## src/rtl/fetch_queue_if.sv

```systemverilog
// Fetch front-end bus: icache address/data, redirect request and the decode handshake.
// The master side is the fetch queue; the slave side is the surrounding pipeline.
interface fetch_queue_if #(
  parameter int DEPTH = 4
);
  localparam int CW = $clog2(DEPTH) + 1;

  logic [31:0]   imem_addr;
  logic [31:0]   imem_rdata;
  logic          redirect_valid;
  logic [63:0]   redirect_pc;
  logic          id_ready;
  logic          id_valid;
  logic [31:0]   id_instr;
  logic [63:0]   id_pc;
  logic [CW-1:0] count;

  modport master (
    output imem_addr,
    input  imem_rdata,
    input  redirect_valid,
    input  redirect_pc,
    input  id_ready,
    output id_valid,
    output id_instr,
    output id_pc,
    output count
  );

  modport slave (
    input  imem_addr,
    output imem_rdata,
    output redirect_valid,
    output redirect_pc,
    output id_ready,
    input  id_valid,
    input  id_instr,
    input  id_pc,
    input  count
  );
endinterface

```

## src/rtl/fetch_queue.sv

```systemverilog
// Instruction fetch front end: walks the fetch PC, captures icache words into a small
// {pc, instr} FIFO and presents the head to decode; a redirect flushes and restarts fetch.
module fetch_queue #(
  parameter int          DEPTH    = 4,
  parameter logic [63:0] RESET_PC = 64'h0
) (
  input logic           clk,
  input logic           rst,
  fetch_queue_if.master bus
);
  localparam int          PW  = $clog2(DEPTH);
  localparam int          CW  = PW + 1;
  localparam logic [31:0] NOP = 32'h0000_0013;

  logic [63:0]   fetch_pc;
  logic [PW-1:0] wr_ptr;
  logic [PW-1:0] rd_ptr;
  logic [CW-1:0] count_q;
  logic [63:0]   pc_mem    [DEPTH];
  logic [31:0]   instr_mem [DEPTH];

  logic full;
  logic empty;
  logic push;
  logic pop;

  // Full is judged on the current occupancy, so a pop never frees a slot for the same cycle's push.
  always_comb begin
    full  = (count_q == CW'(DEPTH));
    empty = (count_q == '0);
    push  = !full && !bus.redirect_valid;
    pop   = !empty && bus.id_ready && !bus.redirect_valid;
  end

  always_ff @(posedge clk or negedge rst) begin
    if (!rst) begin
      fetch_pc <= RESET_PC;
      wr_ptr   <= '0;
      rd_ptr   <= '0;
      count_q  <= '0;
    end else if (bus.redirect_valid) begin
      fetch_pc <= bus.redirect_pc;
      wr_ptr   <= '0;
      rd_ptr   <= '0;
      count_q  <= '0;
    end else begin
      if (push) begin
        fetch_pc <= fetch_pc + 64'd1;
        wr_ptr   <= wr_ptr + 1'b1;
      end
      if (pop) begin
        rd_ptr <= rd_ptr + 1'b1;
      end
      case ({push, pop})
        2'b10:   count_q <= count_q + 1'b1;
        2'b01:   count_q <= count_q - 1'b1;
        default: count_q <= count_q;
      endcase
    end
  end

  // Storage needs no reset: a slot is only read once the occupancy says it was written.
  always_ff @(posedge clk) begin
    if (push) begin
      pc_mem[wr_ptr]    <= fetch_pc;
      instr_mem[wr_ptr] <= bus.imem_rdata;
    end
  end

  always_comb begin
    bus.imem_addr = fetch_pc[31:0];
    bus.count     = count_q;
    bus.id_valid  = !empty;
    bus.id_instr  = NOP;
    bus.id_pc     = 64'h0;
    if (!empty) begin
      bus.id_instr = instr_mem[rd_ptr];
      bus.id_pc    = pc_mem[rd_ptr];
    end
  end
endmodule

```

## src/flat_wrapper.sv

```systemverilog
// flat-port wrapper written by rule: the top's interface ports become plain ports
module fetch_queue_flat 
#(
  parameter int          DEPTH    = 4,
  parameter logic [63:0] RESET_PC = 64'h0
)
  (clk, rst, bus_imem_addr, bus_imem_rdata, bus_redirect_valid, bus_redirect_pc, bus_id_ready, bus_id_valid, bus_id_instr, bus_id_pc, bus_count);
  fetch_queue_if #(.DEPTH(DEPTH)) bus_i ();
  input logic clk;
  input logic rst;
  output wire logic [$bits(bus_i.imem_addr)-1:0] bus_imem_addr;
  input wire logic [$bits(bus_i.imem_rdata)-1:0] bus_imem_rdata;
  input wire logic [$bits(bus_i.redirect_valid)-1:0] bus_redirect_valid;
  input wire logic [$bits(bus_i.redirect_pc)-1:0] bus_redirect_pc;
  input wire logic [$bits(bus_i.id_ready)-1:0] bus_id_ready;
  output wire logic [$bits(bus_i.id_valid)-1:0] bus_id_valid;
  output wire logic [$bits(bus_i.id_instr)-1:0] bus_id_instr;
  output wire logic [$bits(bus_i.id_pc)-1:0] bus_id_pc;
  output wire logic [$bits(bus_i.count)-1:0] bus_count;
  assign bus_imem_addr = bus_i.imem_addr;
  assign bus_i.imem_rdata = bus_imem_rdata;
  assign bus_i.redirect_valid = bus_redirect_valid;
  assign bus_i.redirect_pc = bus_redirect_pc;
  assign bus_i.id_ready = bus_id_ready;
  assign bus_id_valid = bus_i.id_valid;
  assign bus_id_instr = bus_i.id_instr;
  assign bus_id_pc = bus_i.id_pc;
  assign bus_count = bus_i.count;
  fetch_queue #(.DEPTH(DEPTH), .RESET_PC(RESET_PC)) u_core (.clk(clk), .rst(rst), .bus(bus_i));
endmodule
```

## config.mk

```make
export PLATFORM = sky130hd
export DESIGN_NAME = fetch_queue_flat
export DESIGN_NICKNAME = d
export VERILOG_FILES = /design/src/rtl/fetch_queue_if.sv /design/src/rtl/fetch_queue.sv /design/src/flat_wrapper.sv
export SDC_FILE = /design/constraint.sdc
export NUM_CORES = 1
export LEC_CHECK = 0
export CAP_MARGIN = 20
export CORE_ASPECT_RATIO = 1.5
export CORE_MARGIN = 2
export CORE_UTILIZATION = 60
export CTS_CLUSTER_SIZE = 16
export DETAILED_ROUTE_END_ITERATION = 12
export PLACE_DENSITY = 0.85
export SLEW_MARGIN = 20
export SYNTH_ARGS = -nofsm -noshare
export SYNTH_HDL_FRONTEND = slang
export SYNTH_SLANG_ARGS = --single-unit
```

## constraint.sdc

```tcl
create_clock -name clk -period 6.31 [get_ports clk]
set_input_delay 1.893 -clock clk [delete_from_list [all_inputs] [get_ports clk]]
set_output_delay 1.893 -clock clk [all_outputs]
set_load 0.1 [all_outputs]
```

-- Word level (Yosys, flattened, before mapping)
Memory sizes are Yosys's and may differ from the RTL's.
Index checks and enable logic that the tools add are counted.
- bits in registers: 71
- latch bits: 0
- memory bits (writable): 384
- bits in read-only memories: 0
- input port bits: 100
- output and inout port bits: 132
- logic and storage cells: 36
- memories: 2
- memories (memory ; depth ; width ; read ports ; clocked after memory_dff ; write ports ; RTL line ; source):
    u_core.pc_mem ; 4 ; 64 ; 1 ; 0 ; 1 ; fetch_queue.sv:19 ; logic [63:0] pc_mem [DEPTH];
    u_core.instr_mem ; 4 ; 32 ; 1 ; 0 ; 1 ; fetch_queue.sv:20 ; logic [31:0] instr_mem [DEPTH];
- $add $sub $neg: 5
- multiply operators: 0
- div/mod/pow operators: 0
- order comparisons: 0
- eq/ne operators: 3
- shift operators: 0
- mux-type cells: 12
- bitwise logic cells: 0
- reductions and logical operators: 10
- operators with widths (operator ; count):
    two-way mux 64 bit ; 3
    adder 64 x 1 -> 64 bit (second input constant) ; 1
    two-way mux 32 bit ; 1
    two-way mux 2 bit ; 4
    case mux 3 bit (2 select lines) ; 1
    adder 2 x 1 -> 2 bit (second input constant) ; 2
    nonzero test 2 bit ; 2
    adder 3 x 1 -> 3 bit (second input constant) ; 1
    equality test 3 bit (second input constant) ; 1
    logical AND 1 bit ; 3
    logical NOT 1 bit ; 3
    logical NOT 3 bit ; 1
    two-way mux 3 bit ; 1
    nonzero test 3 bit ; 1
    subtractor 3 x 1 -> 3 bit (second input constant) ; 1
    equality test 2 x 1 -> 1 bit (second input constant) ; 1
    equality test 2 bit (second input constant) ; 1
    two-way mux 1 bit ; 2

-- Depth between registers and ports, before layout
Gate-level depths: netlist of the first run.
- word-level depth: 7
- gate-level depth with buffers: 8
- mapped depth without buffers: 6

-- Least setup slack after synthesis of the first run
OpenSTA, ideal clock, no wires.
- kind: register to output
- start point: reg u_core.count_q[0] (netlist: u_core.bus.count[0])
- end point: out bus_id_pc[54]
- data arrival time: 3331 ps
- data required time: 4417 ps
- setup slack: 1086 ps
- stages on the path, launching flop included: 6
- buffers on the path: 2
- path through: dfrtp_1 clkbuf_1 nor3_1 inv_1 clkbuf_1 and2_1
- cells in the longest elaborated chain, start to end: 2
- RTL lines (item ; RTL line ; source):
    start: declaration ; fetch_queue.sv:18 ; logic [CW-1:0] count_q;
    start signal: assignment ; fetch_queue.sv:55 ; 2'b10: count_q <= count_q + 1'b1;
    start signal: assignment ; fetch_queue.sv:56 ; 2'b01: count_q <= count_q - 1'b1;
    start signal: assignment ; fetch_queue.sv:57 ; default: count_q <= count_q;
    logical NOT 3 bit ; fetch_queue.sv:30 ; empty = (count_q == '0);
    two-way mux 64 bit ; fetch_queue.sv:76 ; if (!empty) begin
    end: declaration ; flat_wrapper.sv:18 ; output wire logic [$bits(bus_i.id_pc)-1:0] bus_id_pc;
No other way between the ends.

-- Final worst setup path of the first run
- start point: reg u_core.count_q[0] (netlist: u_core.bus.count[0])
- end point: out bus_id_pc[12]
Same word-level chain as after synthesis.

==> impl_metrics.xml, run 1 <==
<?xml version="1.0" encoding="UTF-8"?>
<metrics>
  <group name="run_status">
    <metric name="status" unit="">finished, final reports clean</metric>
  </group>
  <group name="sta">
    <metric name="tightest_slew" unit="ns">1.13</metric>
    <metric name="finalMaxSlewViolations" unit="">0</metric>
    <metric name="fin_setup_tns" unit="ns">0</metric>
    <metric name="timing.max_slew.rel_slack" unit="%">24.4</metric>
    <metric name="post-route-period-util" unit="%">89.7</metric>
    <metric name="final_hold_viol_count" unit="">0</metric>
    <metric name="grt_setup_unrepaired" unit="">false</metric>
    <metric name="finClkSkew" unit="ns">0.0252</metric>
    <metric name="finalWorstPathRequiredPeriod" unit="ns">5.66</metric>
    <metric name="timing.final.setup_violations" unit="">0</metric>
    <metric name="hold_slack" unit="ns">0.563</metric>
    <metric name="max_clock_freq" unit="MHz">177</metric>
  </group>
  <group name="floorplan">
    <metric name="top_level_ports" unit="">232</metric>
    <metric name="die_y" unit="µm">222</metric>
    <metric name="die-width" unit="µm">149</metric>
    <metric name="start_util" unit="%">60.9</metric>
    <metric name="core_area" unit="mm²">0.0311</metric>
    <metric name="core.rowCount" unit="">79</metric>
    <metric name="die_area" unit="mm²">0.0331</metric>
  </group>
  <group name="clocking">
    <metric name="cts_made_buffers" unit="">40</metric>
    <metric name="ctsHoldBuffers" unit="">0</metric>
    <metric name="h-tree-depth" unit="">2</metric>
    <metric name="clk_transition_reported_paths" unit="ns">0.07</metric>
    <metric name="tritoncts_clock_tree" unit="">built</metric>
    <metric name="cts.repair_timing.setup_buffer_count" unit="">0</metric>
    <metric name="clk-insertion-delay-late" unit="ns">0.55</metric>
    <metric name="cts-resized-gates" unit="">0</metric>
    <metric name="clock_tree.buffer_depth" unit="">3</metric>
    <metric name="clock-sinks" unit="">455</metric>
    <metric name="clk_root_buffer_cell" unit="">sky130_fd_sc_hd__clkbuf_16</metric>
  </group>
  <group name="pwr">
    <metric name="power_frac_seq" unit="%">46.6</metric>
    <metric name="clkPwrFrac" unit="%">31.3</metric>
    <metric name="power.share.combinational" unit="%">22.1</metric>
    <metric name="netSwitchingFraction" unit="%">31.2</metric>
    <metric name="power.leakage" unit="nW">7.57</metric>
    <metric name="switchingPower" unit="mW">2.45</metric>
    <metric name="internal_power" unit="mW">5.39</metric>
    <metric name="largest_voltage_drop_on_the_vdd_net" unit="µV">227</metric>
    <metric name="post-layout-total-power" unit="mW">7.84</metric>
    <metric name="cellPowerDensity" unit="mW/mm²">343</metric>
  </group>
  <group name="route">
    <metric name="detail-route-antenna-nets" unit="">0</metric>
    <metric name="drtPass1Iterations" unit="">5</metric>
    <metric name="route.detailed.wl_per_inst" unit="µm">25.2</metric>
    <metric name="avgViaCountPerCell" unit="">6.23</metric>
    <metric name="route.vias.total" unit="">11100</metric>
    <metric name="dr.first_iter.drc_count" unit="">1038</metric>
    <metric name="drc" unit="">0</metric>
    <metric name="wirelength" unit="µm">45000</metric>
  </group>
  <group name="worst_setup_path">
    <metric name="worst_setup_path_end_kind" unit="">primary output</metric>
    <metric name="crit_path_max_fanout" unit="">49</metric>
    <metric name="critical_path_class" unit="">flip-flop to primary output</metric>
    <metric name="worst_path_bufs_invs" unit="">3</metric>
    <metric name="worst-endpoint-arrival" unit="ns">3.77</metric>
    <metric name="timing.critical_path.cells" unit="">nor3_1 -&gt; inv_2 -&gt; buf_4 -&gt; and2_1 -&gt; clkdlybuf4s50_1</metric>
    <metric name="cp_data_required_time" unit="ns">4.42</metric>
    <metric name="worst_r2r_path_depth" unit="">5</metric>
    <metric name="worstSetupStartpointType" unit="">flip-flop</metric>
    <metric name="critical-path-slowest-cell" unit="">sky130_fd_sc_hd__clkdlybuf4s50_1</metric>
    <metric name="reg2reg_setup_slack" unit="ns">3.03</metric>
    <metric name="cp_slowest_stage_delay" unit="ns">0.98</metric>
    <metric name="rr_startpoint" unit="">u_core.fetch_pc[13]</metric>
    <metric name="critical-path-top-delay-family" unit="">buffers and inverters</metric>
    <metric name="rr_endpoint" unit="">u_core.fetch_pc[45]</metric>
  </group>
  <group name="yosys">
    <metric name="syn-mean-instance-area" unit="µm²">16.5</metric>
    <metric name="asyncSetResetFlopFracSynth" unit="%">15.6</metric>
    <metric name="synth_top_flop_cell" unit="">sky130_fd_sc_hd__edfxtp_1</metric>
    <metric name="synthAdderAreaFrac" unit="%">0.330</metric>
    <metric name="synthesis.yosys.warnings" unit="">0</metric>
    <metric name="synthSimpleGateAreaFrac" unit="%">10.5</metric>
    <metric name="netlist.top_cell.by_area" unit="">sky130_fd_sc_hd__edfxtp_1</metric>
    <metric name="synth.net_count" unit="">1252</metric>
    <metric name="synth.area.top_cells" unit="">sky130_fd_sc_hd__edfxtp_1 (61%), sky130_fd_sc_hd__mux4_2 (11%), sky130_fd_sc_hd__dfrtp_1 (9.4%)</metric>
    <metric name="synth_top_area_share" unit="%">60.8</metric>
    <metric name="syn-instance-count" unit="">1147</metric>
    <metric name="synth_xor_area_share" unit="%">1.98</metric>
    <metric name="main_combinational_cell_family_by_area_after_synthesis" unit="">multiplexers</metric>
    <metric name="synth_compound_area_share" unit="%">2.60</metric>
    <metric name="synth_seq_area_share" unit="%">70.1</metric>
    <metric name="synth_area" unit="mm²">0.0190</metric>
    <metric name="yosysMostFrequentCell" unit="">sky130_fd_sc_hd__edfxtp_1</metric>
    <metric name="yosys.cell_types.count" unit="">48</metric>
    <metric name="number_of_enable_flip_flop_cells_after_synthesis" unit="">384</metric>
    <metric name="synthesis_stage_register_bit_count" unit="">455</metric>
    <metric name="synth_commonest_cells" unit="">sky130_fd_sc_hd__edfxtp_1 (384), sky130_fd_sc_hd__and2_1 (96), sky130_fd_sc_hd__mux4_2 (96), sky130_fd_sc_hd__nand2_1 (78), sky130_fd_sc_hd__dfrtp_1 (71)</metric>
    <metric name="synth_mux_area_share" unit="%">11.7</metric>
  </group>
  <group name="final_layout">
    <metric name="final_layout_size_suffix_gt1_share" unit="%">14.8</metric>
    <metric name="final_net_count" unit="">1451</metric>
    <metric name="stdcell_count" unit="">1784</metric>
    <metric name="regArea" unit="mm²">0.0133</metric>
    <metric name="footprint_of_the_multi_input_gates" unit="mm²">0.00517</metric>
    <metric name="synthToLayoutAreaGrowth" unit="%">20.5</metric>
    <metric name="fillCellCount" unit="">1872</metric>
  </group>
  <group name="global_routing">
    <metric name="grt_pass1_wl" unit="µm">67900</metric>
    <metric name="grt_max_degree" unit="">115</metric>
    <metric name="antenna_found_initial" unit="">1</metric>
    <metric name="grt_util_all_layers" unit="%">27.6</metric>
    <metric name="grt_pass1_vias" unit="">11200</metric>
    <metric name="total_congestion_overflow_after_global_routing" unit="">0</metric>
  </group>
  <group name="placement">
    <metric name="place_congestion" unit="">0.815</metric>
    <metric name="place_hpwl" unit="µm">28100</metric>
    <metric name="dp.cells" unit="">1709</metric>
    <metric name="placement.io_buffers" unit="">231</metric>
  </group>
  <group name="job">
    <metric name="cap_violations" unit="">0</metric>
  </group>
  <group name="worst_hold_path">
    <metric name="hp-start" unit="">u_core.fetch_pc[49]</metric>
    <metric name="hp-class" unit="">flip-flop to flip-flop</metric>
    <metric name="whs_endpoint" unit="">u_core.pc_mem[0][49]</metric>
    <metric name="timing.hold.worst_path_depth" unit="">0</metric>
  </group>
</metrics>
how the worst max path moves through the flow:
stage / from / end / slack [ns] / cells after the start
finish: u_core.bus.count[0] / bus_id_pc[12] / 0.65 / 5
floorplan: u_core.bus.count[0] / bus_id_pc[54] / 1.09 / 5
global route: u_core.bus.count[0] / bus_id_pc[12] / 0.47 / 5
detailed placement: u_core.bus.count[0] / bus_id_pc[17] / 1.26 / 5
global placement: u_core.bus.count[1] / bus_id_instr[21] / 1.36 / 5
CTS: u_core.bus.count[0] / bus_id_pc[17] / 0.62 / 5
registers in the layout, indices dropped and copies added (netlist names):
signal and flops:
u_core.bus.count 3, u_core.wr_ptr 2, u_core.rd_ptr 2, u_core.pc_mem 256, u_core.fetch_pc 64, u_core.instr_mem 128
placed cells by master (no fill, tap or decap), types with 18 or more instances in the layout:
master and n:
sky130_fd_sc_hd__dfrtp_1 69, sky130_fd_sc_hd__clkbuf_16 41, sky130_fd_sc_hd__edfxtp_1 384, sky130_fd_sc_hd__and2_1 96
sky130_fd_sc_hd__nor2_1 25, sky130_fd_sc_hd__clkdlybuf4s50_1 229, sky130_fd_sc_hd__o21ai_0 42, sky130_fd_sc_hd__nand2_1 78
sky130_fd_sc_hd__xnor2_1 25, sky130_fd_sc_hd__nand4_1 22, sky130_fd_sc_hd__xor2_1 18, sky130_fd_sc_hd__nand3_1 40
sky130_fd_sc_hd__mux4_2 96
power by group through the flow:
| stage | registers, mW | clock network [mW] | logic [mW] |
|---|---|---|---|
| final | 3.65 | 2.45 | 1.73 |
| after CTS | 3.65 | 2.48 | 1.74 |
| after floorplan | 3.65 | 0 | 1.32 |
| after global routing | 3.67 | 2.59 | 1.79 |
| after detailed placement | 3.71 | 0 | 1.73 |
| after global placement | 3.69 | 0 | 1.71 |
worst reg2reg max path: stages, from the launching register on:
cell and delay (ns):
sky130_fd_sc_hd__dfrtp_1 0.61, sky130_fd_sc_hd__nand3_1 0.24, sky130_fd_sc_hd__nor4_1 0.62, sky130_fd_sc_hd__nand4_1 0.77, sky130_fd_sc_hd__or4b_2 0.87, sky130_fd_sc_hd__nand3_1 0.10
metal layers:
| layer | GRT usage, % | wire, µm |
|---|---|---|
| met5 | 0 | 0 |
| met4 | 10.8 | 1800 |
| met3 | 4.30 | 3160 |
| met2 | 48.6 | 24100 |
| met1 | 34.3 | 15900 |
final cells by class:
class                           count  area share [%]
Clock buffer                       59            5.05
Multi-Input combinational cell    585            22.6
Tap cell                          405            2.22
Antenna cell                        1          0.0109
Timing Repair Buffer              249            10.9
Sequential cell                   455            58.2
Clock inverter                     15           0.690
Inverter                           15           0.246
through the flow:
stage          setup WS [ns]  cell area (µm²)  util, %
6_report               0.647            22900     73.4
5_1_grt                0.466            22900     73.4
4_1_cts                0.624            22900     73.4
3_5_place_dp            1.26            21500     69.2
3_3_place_gp            1.36            21500     69.1
2_1_floorplan           1.09            19000        -
cells by family after synthesis:
group | after synthesis
AOI/OAI and AO/OA | 81
muxes | 102
buffers and inverters | 107
and+or+nand+nor | 354
adders and majority gates | 5
DFF | 455
xor gates and xnor gates | 43
(Power assumes the default switching activity.)
==> inputs of run 2 (changes only) <==
--- a/config.mk
+++ b/config.mk
@@ -9,8 +9,9 @@
 export CORE_ASPECT_RATIO = 1.5
 export CORE_MARGIN = 2
 export CORE_UTILIZATION = 60
-export CTS_CLUSTER_SIZE = 16
+export CTS_CLUSTER_SIZE = 14
 export DETAILED_ROUTE_END_ITERATION = 12
+export HOLD_SLACK_MARGIN = 0.1
 export PLACE_DENSITY = 0.85
 export SLEW_MARGIN = 20
 export SYNTH_ARGS = -nofsm -noshare
==> impl_metrics.xml, run 2 (same netlist as run 1, synthesis figures left out) <==
<?xml version="1.0" encoding="UTF-8"?>
<metrics>
  <group name="run_status">
    <metric name="status" unit="">finished, final reports clean</metric>
  </group>
  <group name="clocking">
    <metric name="clock_tree.buffer_depth" unit="">3</metric>
    <metric name="h-tree-depth" unit="">2</metric>
    <metric name="cts_made_buffers" unit="">41</metric>
    <metric name="clock-sinks" unit="">455</metric>
    <metric name="clk_transition_reported_paths" unit="ns">0.06</metric>
    <metric name="clk_root_buffer_cell" unit="">sky130_fd_sc_hd__clkbuf_16</metric>
    <metric name="tritoncts_clock_tree" unit="">built</metric>
    <metric name="cts.repair_timing.setup_buffer_count" unit="">0</metric>
    <metric name="clk-insertion-delay-late" unit="ns">0.55</metric>
    <metric name="cts-resized-gates" unit="">0</metric>
    <metric name="ctsHoldBuffers" unit="">0</metric>
  </group>
  <group name="sta">
    <metric name="tightest_slew" unit="ns">1.13</metric>
    <metric name="finClkSkew" unit="ns">0.0222</metric>
    <metric name="max_clock_freq" unit="MHz">178</metric>
    <metric name="fin_setup_tns" unit="ns">0</metric>
    <metric name="timing.max_slew.rel_slack" unit="%">24.5</metric>
    <metric name="post-route-period-util" unit="%">89.2</metric>
    <metric name="finalMaxSlewViolations" unit="">0</metric>
    <metric name="grt_setup_unrepaired" unit="">false</metric>
    <metric name="final_hold_viol_count" unit="">0</metric>
    <metric name="finalWorstPathRequiredPeriod" unit="ns">5.63</metric>
    <metric name="hold_slack" unit="ns">0.562</metric>
    <metric name="timing.final.setup_violations" unit="">0</metric>
  </group>
  <group name="global_routing">
    <metric name="grt_util_met2" unit="%">48.4</metric>
    <metric name="grt_pass1_vias" unit="">11300</metric>
    <metric name="grt_pass1_wl" unit="µm">67400</metric>
    <metric name="total_congestion_overflow_after_global_routing" unit="">0</metric>
    <metric name="grt.met3_usage" unit="%">4.44</metric>
    <metric name="global_route.peak_usage_layer" unit="">met2</metric>
    <metric name="grt_max_degree" unit="">115</metric>
    <metric name="grt_util_all_layers" unit="%">27.3</metric>
    <metric name="antenna_found_initial" unit="">1</metric>
    <metric name="gr-usage-met1" unit="%">33.9</metric>
  </group>
  <group name="floorplan">
    <metric name="die_y" unit="µm">222</metric>
    <metric name="die-width" unit="µm">149</metric>
    <metric name="top_level_ports" unit="">232</metric>
    <metric name="die_area" unit="mm²">0.0331</metric>
    <metric name="start_util" unit="%">60.9</metric>
    <metric name="core.rowCount" unit="">79</metric>
    <metric name="core_area" unit="mm²">0.0311</metric>
  </group>
  <group name="worst_setup_path">
    <metric name="crit_path_max_fanout" unit="">49</metric>
    <metric name="cp_data_required_time" unit="ns">4.42</metric>
    <metric name="rr_endpoint" unit="">u_core.fetch_pc[45]</metric>
    <metric name="worstSetupEndpoint" unit="">bus_id_pc[12]</metric>
    <metric name="rr_startpoint" unit="">u_core.fetch_pc[13]</metric>
    <metric name="reg2reg_setup_slack" unit="ns">2.99</metric>
    <metric name="worstSetupStartpointType" unit="">flip-flop</metric>
    <metric name="worst-endpoint-arrival" unit="ns">3.73</metric>
    <metric name="crit_start" unit="">u_core.bus.count[1]</metric>
    <metric name="critical_path_class" unit="">flip-flop to primary output</metric>
    <metric name="worst_r2r_path_depth" unit="">5</metric>
    <metric name="worst_setup_path_end_kind" unit="">primary output</metric>
  </group>
  <group name="final_layout">
    <metric name="layout_top_registers" unit="">u_core.pc_mem: 256 flops, u_core.instr_mem: 128 flops, u_core.fetch_pc: 64 flops</metric>
    <metric name="final_net_count" unit="">1452</metric>
    <metric name="largest_reg_flops" unit="">256</metric>
    <metric name="final_common_cell" unit="">sky130_fd_sc_hd__edfxtp_1</metric>
    <metric name="stdcell_count" unit="">1785</metric>
    <metric name="largest_register" unit="">u_core.pc_mem</metric>
    <metric name="layout.cells.most_common_list" unit="">sky130_fd_sc_hd__edfxtp_1 (384), sky130_fd_sc_hd__clkdlybuf4s50_1 (229), sky130_fd_sc_hd__mux4_2 (96), sky130_fd_sc_hd__and2_1 (96), sky130_fd_sc_hd__nand2_1 (78)</metric>
    <metric name="synthToLayoutAreaGrowth" unit="%">20.3</metric>
    <metric name="finalCoreUtilization" unit="%">73.3</metric>
    <metric name="final_layout_size_suffix_gt1_share" unit="%">14.4</metric>
  </group>
  <group name="route">
    <metric name="route.vias.total" unit="">11200</metric>
    <metric name="wirelength" unit="µm">44900</metric>
    <metric name="drtPass1Iterations" unit="">5</metric>
    <metric name="drc" unit="">0</metric>
    <metric name="dr.first_iter.drc_count" unit="">956</metric>
    <metric name="detail-route-antenna-nets" unit="">0</metric>
    <metric name="route.detailed.wl_per_inst" unit="µm">25.1</metric>
    <metric name="avgViaCountPerCell" unit="">6.26</metric>
  </group>
  <group name="placement">
    <metric name="place_hpwl" unit="µm">28100</metric>
    <metric name="dp.cells" unit="">1709</metric>
    <metric name="place_congestion" unit="">0.815</metric>
    <metric name="placement.io_buffers" unit="">231</metric>
  </group>
  <group name="worst_hold_path">
    <metric name="hp-class" unit="">flip-flop to flip-flop</metric>
    <metric name="hp-start" unit="">u_core.fetch_pc[49]</metric>
  </group>
  <group name="pwr">
    <metric name="power.leakage" unit="nW">7.55</metric>
    <metric name="largest_voltage_drop_on_the_vdd_net" unit="µV">215</metric>
    <metric name="cellPowerDensity" unit="mW/mm²">341</metric>
  </group>
  <group name="job">
    <metric name="cap_violations" unit="">0</metric>
  </group>
</metrics>
## run 2: worst min path at each step
stage / to / slack [ns] / depth (start not counted)
floorplan: u_core.pc_mem[0][63] / 0.48 / 0
global placement: u_core.pc_mem[2][49] / 0.53 / 0
detailed placement: u_core.pc_mem[0][49] / 0.53 / 0
CTS: u_core.pc_mem[2][49] / 0.56 / 0
global route: u_core.pc_mem[0][49] / 0.59 / 0
finish: u_core.pc_mem[2][49] / 0.56 / 0
## run 2: worst max-delay path, stage by stage, from the launching register on
cell and delay (ns):
sky130_fd_sc_hd__dfrtp_1 0.48, sky130_fd_sc_hd__nor3_1 0.58, sky130_fd_sc_hd__inv_2 0.51, sky130_fd_sc_hd__buf_4 0.41
sky130_fd_sc_hd__and2_1 0.20, sky130_fd_sc_hd__clkdlybuf4s50_1 0.98
## run 2: power by group
group	total (mW)	leakage, nW	switching, mW	internal, mW
registers	3.65	4.36	0.169	3.48
clock network	2.40	0.632	1.06	1.34
logic	1.73	2.56	1.22	0.509
total	7.78	7.55	2.44	5.33
## run 2: area by class of cell
class | count | area (µm²)
antenna | 1 | 2.50
clock buffer | 66 | 1230
clock inverter | 9 | 56.3
fill | 1853 | 8300
inverter | 15 | 56.3
multi-input combinational | 585 | 5170
sequential | 455 | 13300
tap | 405 | 507
timing repair buffer | 249 | 2500
## run 2: routing by layer
layer,routed length (µm),share of wire (%)
met3,3180,7.1
met2,24200,54
met1,15800,35
met5,0,0
met4,1700,3.8
## run 2: metrics by stage
step / setup slack (ns) / power [mW] / instance area, µm²
after floorplan: 1.09 / 4.97 / 19000
after global placement: 1.36 / 5.40 / 21500
after detailed placement: 1.26 / 5.44 / 21500
after CTS: 0.610 / 7.82 / 22800
after global routing: 0.489 / 7.99 / 22800
final: 0.683 / 7.78 / 22800
